$ cat config.mk
export PLATFORM = sky130hd
export DESIGN_NAME = tx_serializer_flat
export DESIGN_NICKNAME = d
export VERILOG_FILES = /design/src/rtl/tx_serializer_pkg.sv /design/src/rtl/tx_serializer_if.sv /design/src/rtl/prbs7_gen.sv /design/src/rtl/tx_serializer.sv /design/src/flat_wrapper.sv
export SDC_FILE = /design/constraint.sdc
export NUM_CORES = 1
export LEC_CHECK = 0
export ABC_AREA = 1
export CAP_MARGIN = 5
export CORE_MARGIN = 1
export CORE_UTILIZATION = 49
export DETAILED_ROUTE_END_ITERATION = 10
export PLACE_DENSITY = 0.71
export SYNTH_ARGS = -nofsm -noshare
export SYNTH_HDL_FRONTEND = slang
export SYNTH_SLANG_ARGS = --single-unit
export TNS_END_PERCENT = 1
$ cat constraint.sdc
create_clock -name clk_bit -period 1.2 [get_ports clk_bit]
set_input_delay 0.12 -clock clk_bit [delete_from_list [all_inputs] [get_ports clk_bit]]
set_output_delay 0.12 -clock clk_bit [all_outputs]
set_load 0.02 [all_outputs]
$ cat src/rtl/tx_serializer_pkg.sv
// tx_serializer_pkg
//   Shared definitions for the fibre-link TX serializer and the RX-side
//   BER checker: framing state encoding, frame geometry, PRBS7 taps and a
//   one-step LFSR helper.
package tx_serializer_pkg;

  // Framing FSM encoding kept as explicit constants so the codes stay
  // identical to the legacy netlist.
  typedef logic [2:0] state_t;

  localparam state_t ST_IDLE  = 3'd0;
  localparam state_t ST_START = 3'd1;
  localparam state_t ST_DATA  = 3'd2;
  localparam state_t ST_STOP  = 3'd3;
  localparam state_t ST_PRBS  = 3'd4;

  localparam int unsigned FRAME_DATA_BITS = 8;

  // PRBS7: x^7 + x^6 + 1, feedback from bits 6 and 5 shifted in at the LSB.
  localparam int unsigned PRBS7_WIDTH  = 7;
  localparam int unsigned PRBS7_TAP_HI = 6;
  localparam int unsigned PRBS7_TAP_LO = 5;

  function automatic logic [PRBS7_WIDTH-1:0] prbs7_step(
    input logic [PRBS7_WIDTH-1:0] s
  );
    return {s[PRBS7_WIDTH-2:0], s[PRBS7_TAP_HI] ^ s[PRBS7_TAP_LO]};
  endfunction

endpackage

$ cat src/rtl/tx_serializer_if.sv
// tx_serializer_if
//   Read side of the first-word-fall-through TX FIFO as seen by the
//   serializer.
//     d_in        : FIFO head word, valid while d_in_valid = 1
//     d_in_valid  : FIFO not empty
//     read_enable : pop strobe, one cycle per byte consumed
//   master = FIFO side, slave = serializer side.
interface tx_serializer_if import tx_serializer_pkg::*; ();

  logic [FRAME_DATA_BITS-1:0] d_in;
  logic                       d_in_valid;
  logic                       read_enable;

  modport master (
    output d_in,
    output d_in_valid,
    input  read_enable
  );

  modport slave (
    input  d_in,
    input  d_in_valid,
    output read_enable
  );

endinterface

$ cat src/rtl/prbs7_gen.sv
// prbs7_gen
//   7-bit Fibonacci LFSR for PRBS7 (x^7 + x^6 + 1). Shared with the RX BER
//   checker.
//     clk     : clock
//     rst     : asynchronous active-high reset, loads SEED
//     load    : synchronous reload with SEED (wins over advance)
//     advance : step the LFSR one position
//     bit_out : current sequence bit (LFSR MSB)
module prbs7_gen import tx_serializer_pkg::*; #(
  parameter logic [PRBS7_WIDTH-1:0] SEED = 7'h7F
) (
  input  logic clk,
  input  logic rst,
  input  logic load,
  input  logic advance,
  output logic bit_out
);

  logic [PRBS7_WIDTH-1:0] lfsr;

  always_ff @(posedge clk or posedge rst) begin
    if (rst) begin
      lfsr <= SEED;
    end else if (load) begin
      lfsr <= SEED;
    end else if (advance) begin
      lfsr <= prbs7_step(lfsr);
    end
  end

  assign bit_out = lfsr[PRBS7_WIDTH-1];

endmodule

$ cat src/rtl/tx_serializer.sv
// tx_serializer
//   Line-side transmit stage. Pops bytes from the TX FIFO and sends each as
//   an async frame (start 0, 8 data bits LSB first, STOP_BITS stop 1s) one
//   bit per clk_bit cycle; the line idles high. prbs_on replaces framing
//   with a PRBS7 stream for BER testing.
//     clk_bit : bit clock
//     rst     : asynchronous active-high reset
//     fifo    : FIFO read port (d_in, d_in_valid in; read_enable out)
//     prbs_on : PRBS7 test mode request, synchronous to clk_bit
//     out     : registered serial line
//     idle    : registered, 1 when neither framing nor sending PRBS
//   Parameters: STOP_BITS (1..4), PRBS_SEED (non-zero).
module tx_serializer import tx_serializer_pkg::*; #(
  parameter int unsigned            STOP_BITS = 1,
  parameter logic [PRBS7_WIDTH-1:0] PRBS_SEED = 7'h7F
) (
  input  logic                  clk_bit,
  input  logic                  rst,
  tx_serializer_if.slave        fifo,
  input  logic                  prbs_on,
  output logic                  out,
  output logic                  idle
);

  localparam int unsigned BIT_CNT_W  = $clog2(FRAME_DATA_BITS);
  localparam int unsigned STOP_CNT_W = 2;

  localparam logic [BIT_CNT_W-1:0]  BIT_LAST  = BIT_CNT_W'(FRAME_DATA_BITS - 1);
  localparam logic [STOP_CNT_W-1:0] STOP_LAST = STOP_CNT_W'(STOP_BITS - 1);

  state_t                     state, state_n;
  logic [FRAME_DATA_BITS-1:0] shreg, shreg_n;
  logic [BIT_CNT_W-1:0]       bit_cnt, bit_cnt_n;
  logic [STOP_CNT_W-1:0]      stop_cnt, stop_cnt_n;
  logic                       out_n;

  logic launch_point;
  logic take_byte;
  logic prbs_adv;
  logic prbs_load;
  logic prbs_bit;

  // IDLE and the last stop cycle make the same launch decision, which is
  // what gives gap-free back-to-back frames.
  assign launch_point = (state == ST_IDLE) ||
                        ((state == ST_STOP) && (stop_cnt == STOP_LAST));

  assign take_byte        = launch_point && !prbs_on && fifo.d_in_valid;
  assign fifo.read_enable = take_byte && !rst;

  // The LFSR is held at the seed whenever it is not stepping, so on entry
  // its MSB already is the first sequence bit and can be registered onto
  // the line on the entry edge while the LFSR takes its first step. This
  // is equivalent to reloading the seed at every entry.
  assign prbs_adv  = prbs_on && (launch_point || (state == ST_PRBS));
  assign prbs_load = !prbs_adv;

  prbs7_gen #(
    .SEED (PRBS_SEED)
  ) u_prbs7_gen (
    .clk     (clk_bit),
    .rst     (rst),
    .load    (prbs_load),
    .advance (prbs_adv),
    .bit_out (prbs_bit)
  );

  // Next-state logic; out_n is the line value for the cycle after the edge.
  always_comb begin
    state_n    = state;
    shreg_n    = shreg;
    bit_cnt_n  = bit_cnt;
    stop_cnt_n = stop_cnt;
    out_n      = 1'b1;

    if (launch_point) begin
      if (prbs_on) begin
        state_n = ST_PRBS;
        out_n   = prbs_bit;
      end else if (fifo.d_in_valid) begin
        state_n = ST_START;
        shreg_n = fifo.d_in;
        out_n   = 1'b0;
      end else begin
        state_n = ST_IDLE;
      end
    end else begin
      case (state)
        ST_START: begin
          state_n   = ST_DATA;
          bit_cnt_n = '0;
          out_n     = shreg[0];
          shreg_n   = shreg >> 1;
        end
        ST_DATA: begin
          if (bit_cnt == BIT_LAST) begin
            state_n    = ST_STOP;
            stop_cnt_n = '0;
          end else begin
            bit_cnt_n = bit_cnt + 1'b1;
            out_n     = shreg[0];
            shreg_n   = shreg >> 1;
          end
        end
        ST_STOP: begin
          stop_cnt_n = stop_cnt + 1'b1;
        end
        ST_PRBS: begin
          if (prbs_on) begin
            out_n = prbs_bit;
          end else begin
            state_n = ST_IDLE;
          end
        end
        default: begin
          state_n = ST_IDLE;
        end
      endcase
    end
  end

  always_ff @(posedge clk_bit or posedge rst) begin
    if (rst) begin
      state    <= ST_IDLE;
      shreg    <= '0;
      bit_cnt  <= '0;
      stop_cnt <= '0;
      out      <= 1'b1;
      idle     <= 1'b1;
    end else begin
      state    <= state_n;
      shreg    <= shreg_n;
      bit_cnt  <= bit_cnt_n;
      stop_cnt <= stop_cnt_n;
      out      <= out_n;
      idle     <= (state_n == ST_IDLE);
    end
  end

endmodule

$ cat src/flat_wrapper.sv
// flat-port wrapper written by rule: the top's interface ports become plain ports
module tx_serializer_flat import tx_serializer_pkg::*;
#(
  parameter int unsigned            STOP_BITS = 1,
  parameter logic [PRBS7_WIDTH-1:0] PRBS_SEED = 7'h7F
)
  (clk_bit, rst, prbs_on, out, idle, fifo_d_in, fifo_d_in_valid, fifo_read_enable);
  tx_serializer_if fifo_i ();
  input  logic clk_bit;
  input  logic rst;
  input  logic prbs_on;
  output logic out;
  output logic idle;
  input wire logic [$bits(fifo_i.d_in)-1:0] fifo_d_in;
  input wire logic [$bits(fifo_i.d_in_valid)-1:0] fifo_d_in_valid;
  output wire logic [$bits(fifo_i.read_enable)-1:0] fifo_read_enable;
  assign fifo_i.d_in = fifo_d_in;
  assign fifo_i.d_in_valid = fifo_d_in_valid;
  assign fifo_read_enable = fifo_i.read_enable;
  tx_serializer #(.STOP_BITS(STOP_BITS), .PRBS_SEED(PRBS_SEED)) u_core (.clk_bit(clk_bit), .rst(rst), .fifo(fifo_i), .prbs_on(prbs_on), .out(out), .idle(idle));
endmodule
# Yosys cells after proc, flatten, opt, wreduce, memory -nomap -nowiden
# Cells that the tools add are included.
[totals]
register_bits = 25
latchBits = 0
ramBits = 0
mem_bits_ro = 0
input_bits = 12
out_inout_bits = 3
mem_count = 0
[op_classes]
addsub = 2
multipliers = 0
div_mod_pow = 0
order_cmp = 0
n_eq_ne = 10
shifts = 0
n_mux = 22
bitwise_logic = 2
reduce_logical = 18
[op_table]
columns = ["cell", "n"]
rows = [
  ["$mux W8", 4],
  ["$pmux W8 S2", 1],
  ["$mux W3", 5],
  ["$pmux W3 S4", 1],
  ["$mux W7", 1],
  ["$eq A3 B2 Y1 const B", 2],
  ["$eq A3 B3 Y1 const B", 2],
  ["$logic_not A3 Y1", 2],
  ["$mux W1", 6],
  ["$ne A2 B2 Y1 const B", 3],
  ["$pmux W3 S2", 1],
  ["$reduce_and A3 Y1", 2],
  ["$logic_and A1 B1 Y1", 5],
  ["$pmux W2 S2", 1],
  ["$reduce_and A4 Y1", 1],
  ["$reduce_bool A2 Y1", 2],
  ["$add A3 B1 Y3 const B", 1],
  ["$eq A3 B1 Y1 const B", 1],
  ["$ne A3 B2 Y1 const B", 1],
  ["$pmux W1 S3", 1],
  ["$reduce_bool A3 Y1", 1],
  ["$add A2 B1 Y2 const B", 1],
  ["$logic_not A1 Y1", 2],
  ["$logic_not A2 Y1", 1],
  ["other kinds (5)", 6],
]

# Logic depth before layout (Yosys ltp)
# Gate-level depths: netlist of run 1.
[depth]
word_depth = 6
ltp_mapped = 9
depth_no_buf = 8

# Hierarchy
# Synthesis of run 1 repeated with hierarchy kept, for this count alone.
[hier_totals]
hier_cells = 171
hier_area_um2 = 1402.6
[by_module_without_submodules]
columns = ["mod", "instances", "cells_per_inst", "area_each_um2"]
rows = [
  ["tx_serializer", 1, 136, 1099.8],
  ["prbs7_gen", 1, 35, 302.8],
]

# Least setup slack after synthesis of run 1
# OpenSTA, ideal clock, no wires.
[synth_path]
kind = "register to output"
from = "reg u_core.state[0]"
to = "out fifo_read_enable"
arrival_time_ns = 1.351
required_time_ns = 1.080
path_slack_ns = -0.271
stages_incl_launch_ff = 7
n_path_buf = 1
path_cell_list = "dfrtp_1 > nor2_2 > nand2_4 > nand2_8 > nand2_4 > buf_8 > nor2_1"
[synth_via]
elab_chain_len = 6
word_cells_on_any_way = 7
classes_between = "eq/ne (1); reduce/logical (6)"
[synth_rtl]
columns = ["element", "line_no", "text"]
rows = [
  ["start, declared", "tx_serializer.sv:31", "state_t state, state_n;"],
  ["start signal, assigned", "tx_serializer.sv:131", "state <= state_n;"],
  ["$eq A3 B2 Y1", "tx_serializer.sv:46", "((state == ST_STOP) && (stop_cnt == STOP_LAST));"],
  ["$logic_and A1 B1 Y1", "tx_serializer.sv:46", ""],
  ["$logic_or A1 B1 Y1 (*)", "tx_serializer.sv:45", "assign launch_point = (state == ST_IDLE) ||"],
  ["$logic_and A1 B1 Y1 (*) (2 in a row)", "tx_serializer.sv:48", "assign take_byte = launch_point && !prbs_on && fifo.d_in_valid;"],
  ["$logic_and A1 B1 Y1 (*)", "tx_serializer.sv:49", "assign fifo.read_enable = take_byte && !rst;"],
  ["end, declared", "flat_wrapper.sv:16", "output wire logic [$bits(fifo_i.read_enable)-1:0] fifo_read_enable;"],
]
# Mark *: on every way between the ends. The rest lies on a longest branch, timed or not.

# Worst setup path after layout of run 1
[layout_path]
from = "reg u_core.stop_cnt[0]"
to = "out fifo_read_enable"
[layout_via]
elab_chain_len = 6
[layout_rtl]
columns = ["element", "line_no", "text"]
rows = [
  ["start, declared", "tx_serializer.sv:34", "logic [STOP_CNT_W-1:0] stop_cnt, stop_cnt_n;"],
  ["start signal, assigned", "tx_serializer.sv:134", "stop_cnt <= stop_cnt_n;"],
  ["$logic_not A2 Y1", "tx_serializer.sv:46", ""],
  ["$logic_and A1 B1 Y1", "tx_serializer.sv:46", ""],
  ["$logic_or A1 B1 Y1", "tx_serializer.sv:45", ""],
  ["$logic_and A1 B1 Y1 (2 in a row)", "tx_serializer.sv:48", ""],
  ["$logic_and A1 B1 Y1", "tx_serializer.sv:49", ""],
]
# Every way passes these cells.

==> metrics.md, run 1 <==
| Metric | Value |
|---|---|
| Sw frac | `40.9%` |
| Synth top area cells | `dfrtp_1 31%, dfstp_2 18%, nand2_1 14%, nand3_1 7.4%, inv_1 3.8%` |
| CTS tree | `built` |
| Critical Path Slowest Stage Cell | `dfrtp_1` |
| Post-synthesis register bit count | `25` |
| Critical Path Sink Type | `output pin` |
| CORE AREA | `0.00248 sq mm` |
| Least-Margin Pin Slew | `0.173 ns` |
| Area delta synth->final | `26.3%` |
| Psw | `between 1 and 1.5 mW` |
| Status | `complete, but fails checks` |
| Worst-Skew Late Latency | `between 0.3 and 0.4 ns` |
| R2r setup slk | `-0.26 ns` |
| Critical-path cell list | `inv_1 > ha_2 > nand4_4 > nand2_8 > nand2_4 > nor2_4 > buf_6` |
| Layout Utilization | `approximately two thirds` |
| Syn nets | `157` |
| Final hold viol count | `0` |
| Clock skew | `0.00679 ns` |
| Syn Area/Cell | `between 9 and 10 sq um` |
| RSZ-0062 raised after global routing | `true` |
| First-pass GRT wire length | `3950 um` |
| Antenna diode count | `0` |
| Vias | `1007` |
| Hold Buf Count CTS | `0` |
| Max rail drop VDD | `0.00152 V` |
| Critical Path Fanout Max | `2` |
| GPL Wtd Cong | `roughly 0.8` |
| Num CTS Buffers | `3` |
| Sequential element share of the synthesized area | `49.6%` |
| Final Cell Area | `0.00162 sq mm` |
| WHS | `0.215 ns` |
| Post-CTS Setup Inserts | `0` |
| Placed instance area | `0.00158 sq mm` |
| I/O Pins | `15` |
| Worst Path Arrival | `1.39 ns` |
| Initial core utilization | `around half` |
| Setup CP Type | `flip-flop to output pin` |
| H-tree levels | `1` |
| First DRT Iteration DRCs | `7` |
| Antenna Violating Nets Remaining | `0` |
| Logic gate share of total power | `51.9%` |
| Relative slew slack | `88.3%` |
| Final Cycle Share | `126%` |
| Power share of the clock group | `a little over a tenth` |
| Final net count | `190` |
| Critical path launch point type | `flip-flop` |
| Mapped Area | `between 0.001 and 0.0015 sq mm` |
| Cells after Synth | `142` |
| P_int | `between 2 and 2.5 mW` |
| CP top delay family | `flip-flops` |
| Worst slack, placed | `-0.486 ns` |
| Initial antenna violation count | `0` |
| Port buffer count | `14` |
| Setup slack after layout | `-0.315 ns` |
| Total grt overflow | `0` |
| DRT Pass-1 Iters | `4` |
| PwrDens | `2180 mW/mm^2` |
| Reg-to-reg endpoint | `u_core.u_prbs7_gen.lfsr[3]` |
| Worst path max stage delay | `0.40 ns` |
| Max Fclk | `roughly 0.66 GHz` |
| Final wirelength | `2450 um` |
| Failing checks | `negative setup slack` |
| Crit path time final | `1.51 ns` |
| Endpoints failing setup | `26` |
| Distinct cells, synth | `23` |
| GRT Total Usage | `19.7%` |
| CTS max path bufs | `2` |
| DP HPWL | `1840 um` |
| Cells on worst reg2reg path | `7` |
| Worst EP required | `1.08 ns` |
| Vias in the first global route | `roughly 940` |
| Sequential share of power | `between 30 and 40%` |
| CP Buf/Inv Count | `2` |
| Max Slew Vio Count | `0` |
| RR Startpoint | `u_core.stop_cnt[0]` |
| Avg WL per Cell | `12.0 um` |
| Vias per inst | `4.94` |
| Horiz. Die Dim | `53.2 um` |
| Cell Rows | `18` |
| Share of cells above drive strength 1 | `31.0%` |
| Clock sink count | `25` |
| Clock transition at the registers of the reported paths | `0.14 ns` |
| Total negative setup slack | `-4.78 ns` |
| DIE AREA | `0.00283 sq mm` |
| Worst Hold Class | `input pin to async pin` |
| Clock tree root driver cell | `clkbuf_4` |
| Pin count of the biggest net entering global routing | `26` |
| Yosys warning count | `0` |
| Yosys top cell by area | `dfrtp_1` |
| Static Leakage | `0.809 nW` |
| Yosys top cell area share | `31.2%` |
| Max Cap Viol | `0` |
| Die Y-Extent | `53.2 um` |
| Drc violations | `0` |
-- synth_stat cells, drive strengths merged --
cell,count
dfstp,9
o211ai,1
inv,14
nand4,3
o21ai,6
nand2,55
buf,4
xnor2,1
nor2,4
or2,7
ha,3
dfrtp,16
nand3,19
-- registers in the layout (all words and copies together) (netlist names) --
name and flops:
u_core.shreg 8, u_core.u_prbs7_gen.lfsr 7, u_core.bit_cnt 3, u_core.state 3, u_core.stop_cnt 2, u_core.idle 1, u_core.out 1
-- layer usage --
metal	vias up	track usage (%)	share of wire (%)
li1	511	-	-
met1	482	25.0	45
met2	10	34.0	52
met3	4	3.45	2.0
met4	0	5.26	1.1
met5	-	0	0
-- worst max path at each step --
stage	start	to	slack, ns	cells after the start
floorplan	u_core.stop_cnt[0]	fifo_read_enable	-0.12	7
global placement	u_core.stop_cnt[1]	fifo_read_enable	-0.46	7
detailed placement	u_core.stop_cnt[1]	fifo_read_enable	-0.49	7
CTS	u_core.stop_cnt[1]	fifo_read_enable	-0.34	7
global route	u_core.stop_cnt[1]	fifo_read_enable	-0.41	7
finish	u_core.stop_cnt[0]	fifo_read_enable	-0.31	7
-- cells by family after synthesis --
kind of cell             count (synthesis)  share of synthesized area [%]
AND/OR/NAND/NOR                         88                           36.3
flip-flops                              25                           49.6
buffers and inverters                   18                           7.30
AO/OA/AOI/OAI                            7                           3.21
adder cells (fa/ha/maj)                  3                           2.92
XOR/XNOR                                 1                          0.682
-- placed cells by master, fill, tap and decap left out --
cell type	n
buf_12	1
buf_2	2
buf_4	17
buf_6	1
clkbuf_1	1
clkbuf_4	3
clkdlybuf4s50_1	11
dfrtp_1	14
dfrtp_2	2
dfstp_2	9
ha_1	1
ha_2	2
inv_1	13
inv_2	1
nand2_1	46
nand2_2	1
nand2_4	6
nand2_8	2
nand3_1	19
nand4_1	2
nand4_4	1
nor2_1	1
nor2_2	1
nor2_4	2
o211ai_1	1
o21ai_0	2
o21ai_1	2
o21ai_2	2
or2_1	6
or2_2	1
xnor2_1	1
-- metrics by stage --
stage,power (mW),instances
3_5_place_dp,3.14,200
4_1_cts,3.55,204
2_1_floorplan,2.52,142
6_report,3.53,204
5_1_grt,3.84,204
3_3_place_gp,3.05,200
-- timing repair --
action / 4_1_cts / 5_1_grt
resized for setup: 22 / 2
setup endpoints to repair: 28 / 26
pin swaps: 6 / 0
-- final cells by class --
type	instances	area, sq um
inverter	14	52.6
multi-input combinational	99	588
timing repair buffer	32	279
clock buffer	4	26.3
fill	216	855
tap	30	37.5
sequential	25	639
-- tightest hold or removal path, cell delays in order --
cell and delay [ns]:
clkdlybuf4s50_1 0.47, inv_1 0.12, buf_12 0.19
-- power groups by stage --
stage | clock network [mW] | registers [mW] | logic [mW]
floorplan | 0 | 1.34 | 1.19
global placement | 0 | 1.32 | 1.73
detailed placement | 0 | 1.34 | 1.80
CTS | 0.389 | 1.33 | 1.83
global route | 0.420 | 1.36 | 2.06
finish | 0.376 | 1.32 | 1.83
Power figures use the tool's default switching activity.
==> inputs of run 2 (changes only) <==
--- a/config.mk
+++ b/config.mk
@@ -14,4 +14,3 @@
 export SYNTH_ARGS = -nofsm -noshare
 export SYNTH_HDL_FRONTEND = slang
 export SYNTH_SLANG_ARGS = --single-unit
-export TNS_END_PERCENT = 1
==> run 2 against run 1 <==
Against the previous run:
- the run still ends with negative setup slack left
- largest power group unchanged
- design area increased by 11%
- first-iteration DRC count is 43% higher
- combinational power rose by 25%
- clock-buffer cell count decreased by 1
- largest cell class is now multi-input gates
- critical endpoint unchanged
==> metrics.md, run 2 (synthesis gave the netlist of run 1 again) <==
| Metric | Value |
|---|---|
| Status | `complete, but fails checks` |
| Failing checks | `negative setup slack` |
| Dpl cells | `around 210` |
| Max FFs per register | `8` |
| Vias in the first global route | `about 1000` |
| Num CTS Buffers | `3` |
| RSZ-0062 raised after global routing | `true` |
| Hold Buf Count CTS | `0` |
| CTS tree | `built` |
| Area delta synth->final | `39.9%` |
| CTS max path bufs | `2` |
| Psw | `1.68 mW` |
| Pin count of the biggest net entering global routing | `26` |
| Final net count | `between 150 and 200` |
| Final hold viol count | `0` |
| Logic gate share of total power | `56.7%` |
| Sequential share of power | `33.6%` |
| Commonest non-fill, non-tap cell in the layout | `nand2_1` |
| Vias per inst | `4.93` |
| First-pass GRT wire length | `4220 um` |
| Met2 Resource Use GR | `38.1%` |
| GR met3 Demand/Resource | `3.45%` |
| Endpoints failing setup | `26` |
| GRT Total Usage | `21.2%` |
| GR peak layer | `met2` |
| Largest registers | `u_core.shreg (8), u_core.u_prbs7_gen.lfsr (7)` |
| Static Leakage | `0.880 nW` |
| DIE AREA | `0.00283 sq mm` |
| Final Cell Area | `0.00180 sq mm` |
| Setup slack after layout | `-0.367 ns` |
| Worst EP required | `1.08 ns` |
| Max rail drop VDD | `around 0.0016 V` |
| Commonest cells after routing, fill and taps aside | `37 x nand2_1, 22 x buf_4, 15 x dfrtp_1` |
| DRT Pass-1 Iters | `4` |
| PwrDens | `roughly 2200 mW/mm^2` |
| Port buffer count | `14` |
| Max Fclk | `roughly 0.64 GHz` |
| Power share of the clock group | `9.6%` |
| Avg WL per Cell | `13.1 um` |
| Share of cells above drive strength 1 | `44.3%` |
| Cell Rows | `18` |
| Met1 Usage GRT | `24.7%` |
| Least-Margin Pin Slew | `0.270 ns` |
| First DRT Iteration DRCs | `10` |
| Final Cycle Share | `131%` |
| Antenna diode count | `0` |
| H-tree levels | `1` |
| Max Slew Vio Count | `0` |
| Antenna Violating Nets Remaining | `0` |
| Placed instance area | `~0.0017 sq mm` |
| DP HPWL | `1910 um` |
| I/O Pins | `15` |
| Horiz. Die Dim | `53.2 um` |
| Die Y-Extent | `53.2 um` |
| Worst Hold Class | `input pin to async pin` |
| Worst Path Arrival | `1.45 ns` |
| Clock tree root driver cell | `clkbuf_4` |
| Relative slew slack | `between 80% and 90%` |
| CORE AREA | `0.00248 sq mm` |
| Max Cap Viol | `0` |
| Clock skew | `0.00248 ns` |
| Final wirelength | `2790 um` |
| Crit path time final | `between 1.5 and 2 ns` |
| Sw frac | `41.8%` |
| Critical Path Sink Type | `output pin` |
| Drc violations | `0` |
| GPL Wtd Cong | `0.780` |
| Clock sink count | `25` |
| Total grt overflow | `0` |
| Critical Path Fanout Max | `2` |
| Initial core utilization | `between 50% and 60%` |
| P_int | `2.35 mW` |
| Initial antenna violation count | `0` |
| Final cell count without fillers | `213` |
| Vias | `between 1000 and 1500` |
| Largest register by flop count | `u_core.shreg` |
| Critical path launch point type | `flip-flop` |
| Clock transition at the registers of the reported paths | `roughly 0.13 ns` |
| Worst-Skew Late Latency | `roughly 0.33 ns` |
| Setup CP Type | `flip-flop to output pin` |
[run 2: changes by cell type in the layout (fill, tap and decap cells not counted), moves of 2 or more]
cell / delta
nand3_1: -7
nand2_1: -9
nand2_2: +8
nand3_2: +7
buf_6: +4
buf_4: +5
o21ai_0: -2
[run 2: timing repair]
item                       CTS  global route
setup endpoints to repair   28            26
setup buffers                2             1
pin swaps                   15             5
resized for setup           34            10
[run 2: power by group through the flow]
stage | combinational [mW] | sequential (mW) | clock (mW)
2_1_floorplan | 1.22 | 1.34 | 0
3_3_place_gp | 1.88 | 1.34 | 0
3_5_place_dp | 1.96 | 1.35 | 0
4_1_cts | 2.14 | 1.35 | 0.406
5_1_grt | 2.53 | 1.38 | 0.424
6_report | 2.29 | 1.36 | 0.388
[run 2: area by class of cell]
class	count	area [sq um]
Clock buffer	3	22.5
Clock inverter	1	5.00
Fill cell	203	679
Inverter	14	52.6
Multi-Input combinational cell	99	681
Sequential cell	25	638
Tap cell	30	37.5
Timing Repair Buffer	41	362
[run 2: worst max-delay path, stage by stage, from the launching register on]
cell and delay, ns:
dfrtp_1 0.41, inv_1 0.06, ha_2 0.18, nand4_4 0.11, nand2_8 0.09, nand2_4 0.06, nor2_4 0.08, buf_6 0.12
[run 2: worst paths after layout]
| path | to | cells after the start | from | slack, ns |
|---|---|---|---|---|
| min in group clk_bit | u_core.shreg[7] | 3 | fifo_d_in[7] | 0.35 |
| hold / removal | u_core.shreg[2] | 3 | rst | 0.21 |
| hold reg to reg | u_core.shreg[2] | 2 | u_core.shreg[2] | 0.53 |
| setup / recovery | fifo_read_enable | 7 | u_core.stop_cnt[1] | -0.37 |
| max in group asynchronous | u_core.out | 3 | rst | 0.77 |
| setup reg to reg | u_core.u_prbs7_gen.lfsr[6] | 7 | u_core.stop_cnt[1] | -0.28 |
[run 2: routing by layer]
| metal | vias up | share of wire [%] |
|---|---|---|
| met5 | - | 0 |
| met1 | 495 | 42 |
| met2 | 17 | 53 |
| li1 | 532 | - |
| met4 | 0 | 2.0 |
| met3 | 7 | 2.7 |
[run 2: metrics by stage]
stage          hold slack, ns  util, %  setup slack, ns  power, mW  setup TNS [ns]
2_1_floorplan           0.141        -           -0.120       2.56          -0.786
3_3_place_gp            0.475     66.8           -0.463       3.22           -4.76
3_5_place_dp            0.499     66.8           -0.513       3.31           -5.81
4_1_cts                 0.197     70.8           -0.381       3.89           -5.58
5_1_grt                 0.216     72.6           -0.426       4.34           -8.20
6_report                0.207     72.6           -0.367       4.03           -6.12
==> inputs of run 3 (changes only) <==
--- a/config.mk
+++ b/config.mk
@@ -6,7 +6,8 @@
 export NUM_CORES = 1
 export LEC_CHECK = 0
 export ABC_AREA = 1
-export CAP_MARGIN = 5
+export ABC_CLOCK_PERIOD_IN_PS = 1200
+export CAP_MARGIN = 20
 export CORE_MARGIN = 1
 export CORE_UTILIZATION = 49
 export DETAILED_ROUTE_END_ITERATION = 10
==> results of run 3 <==
The final DEF is identical to that of run 2; final timing and power are the same.
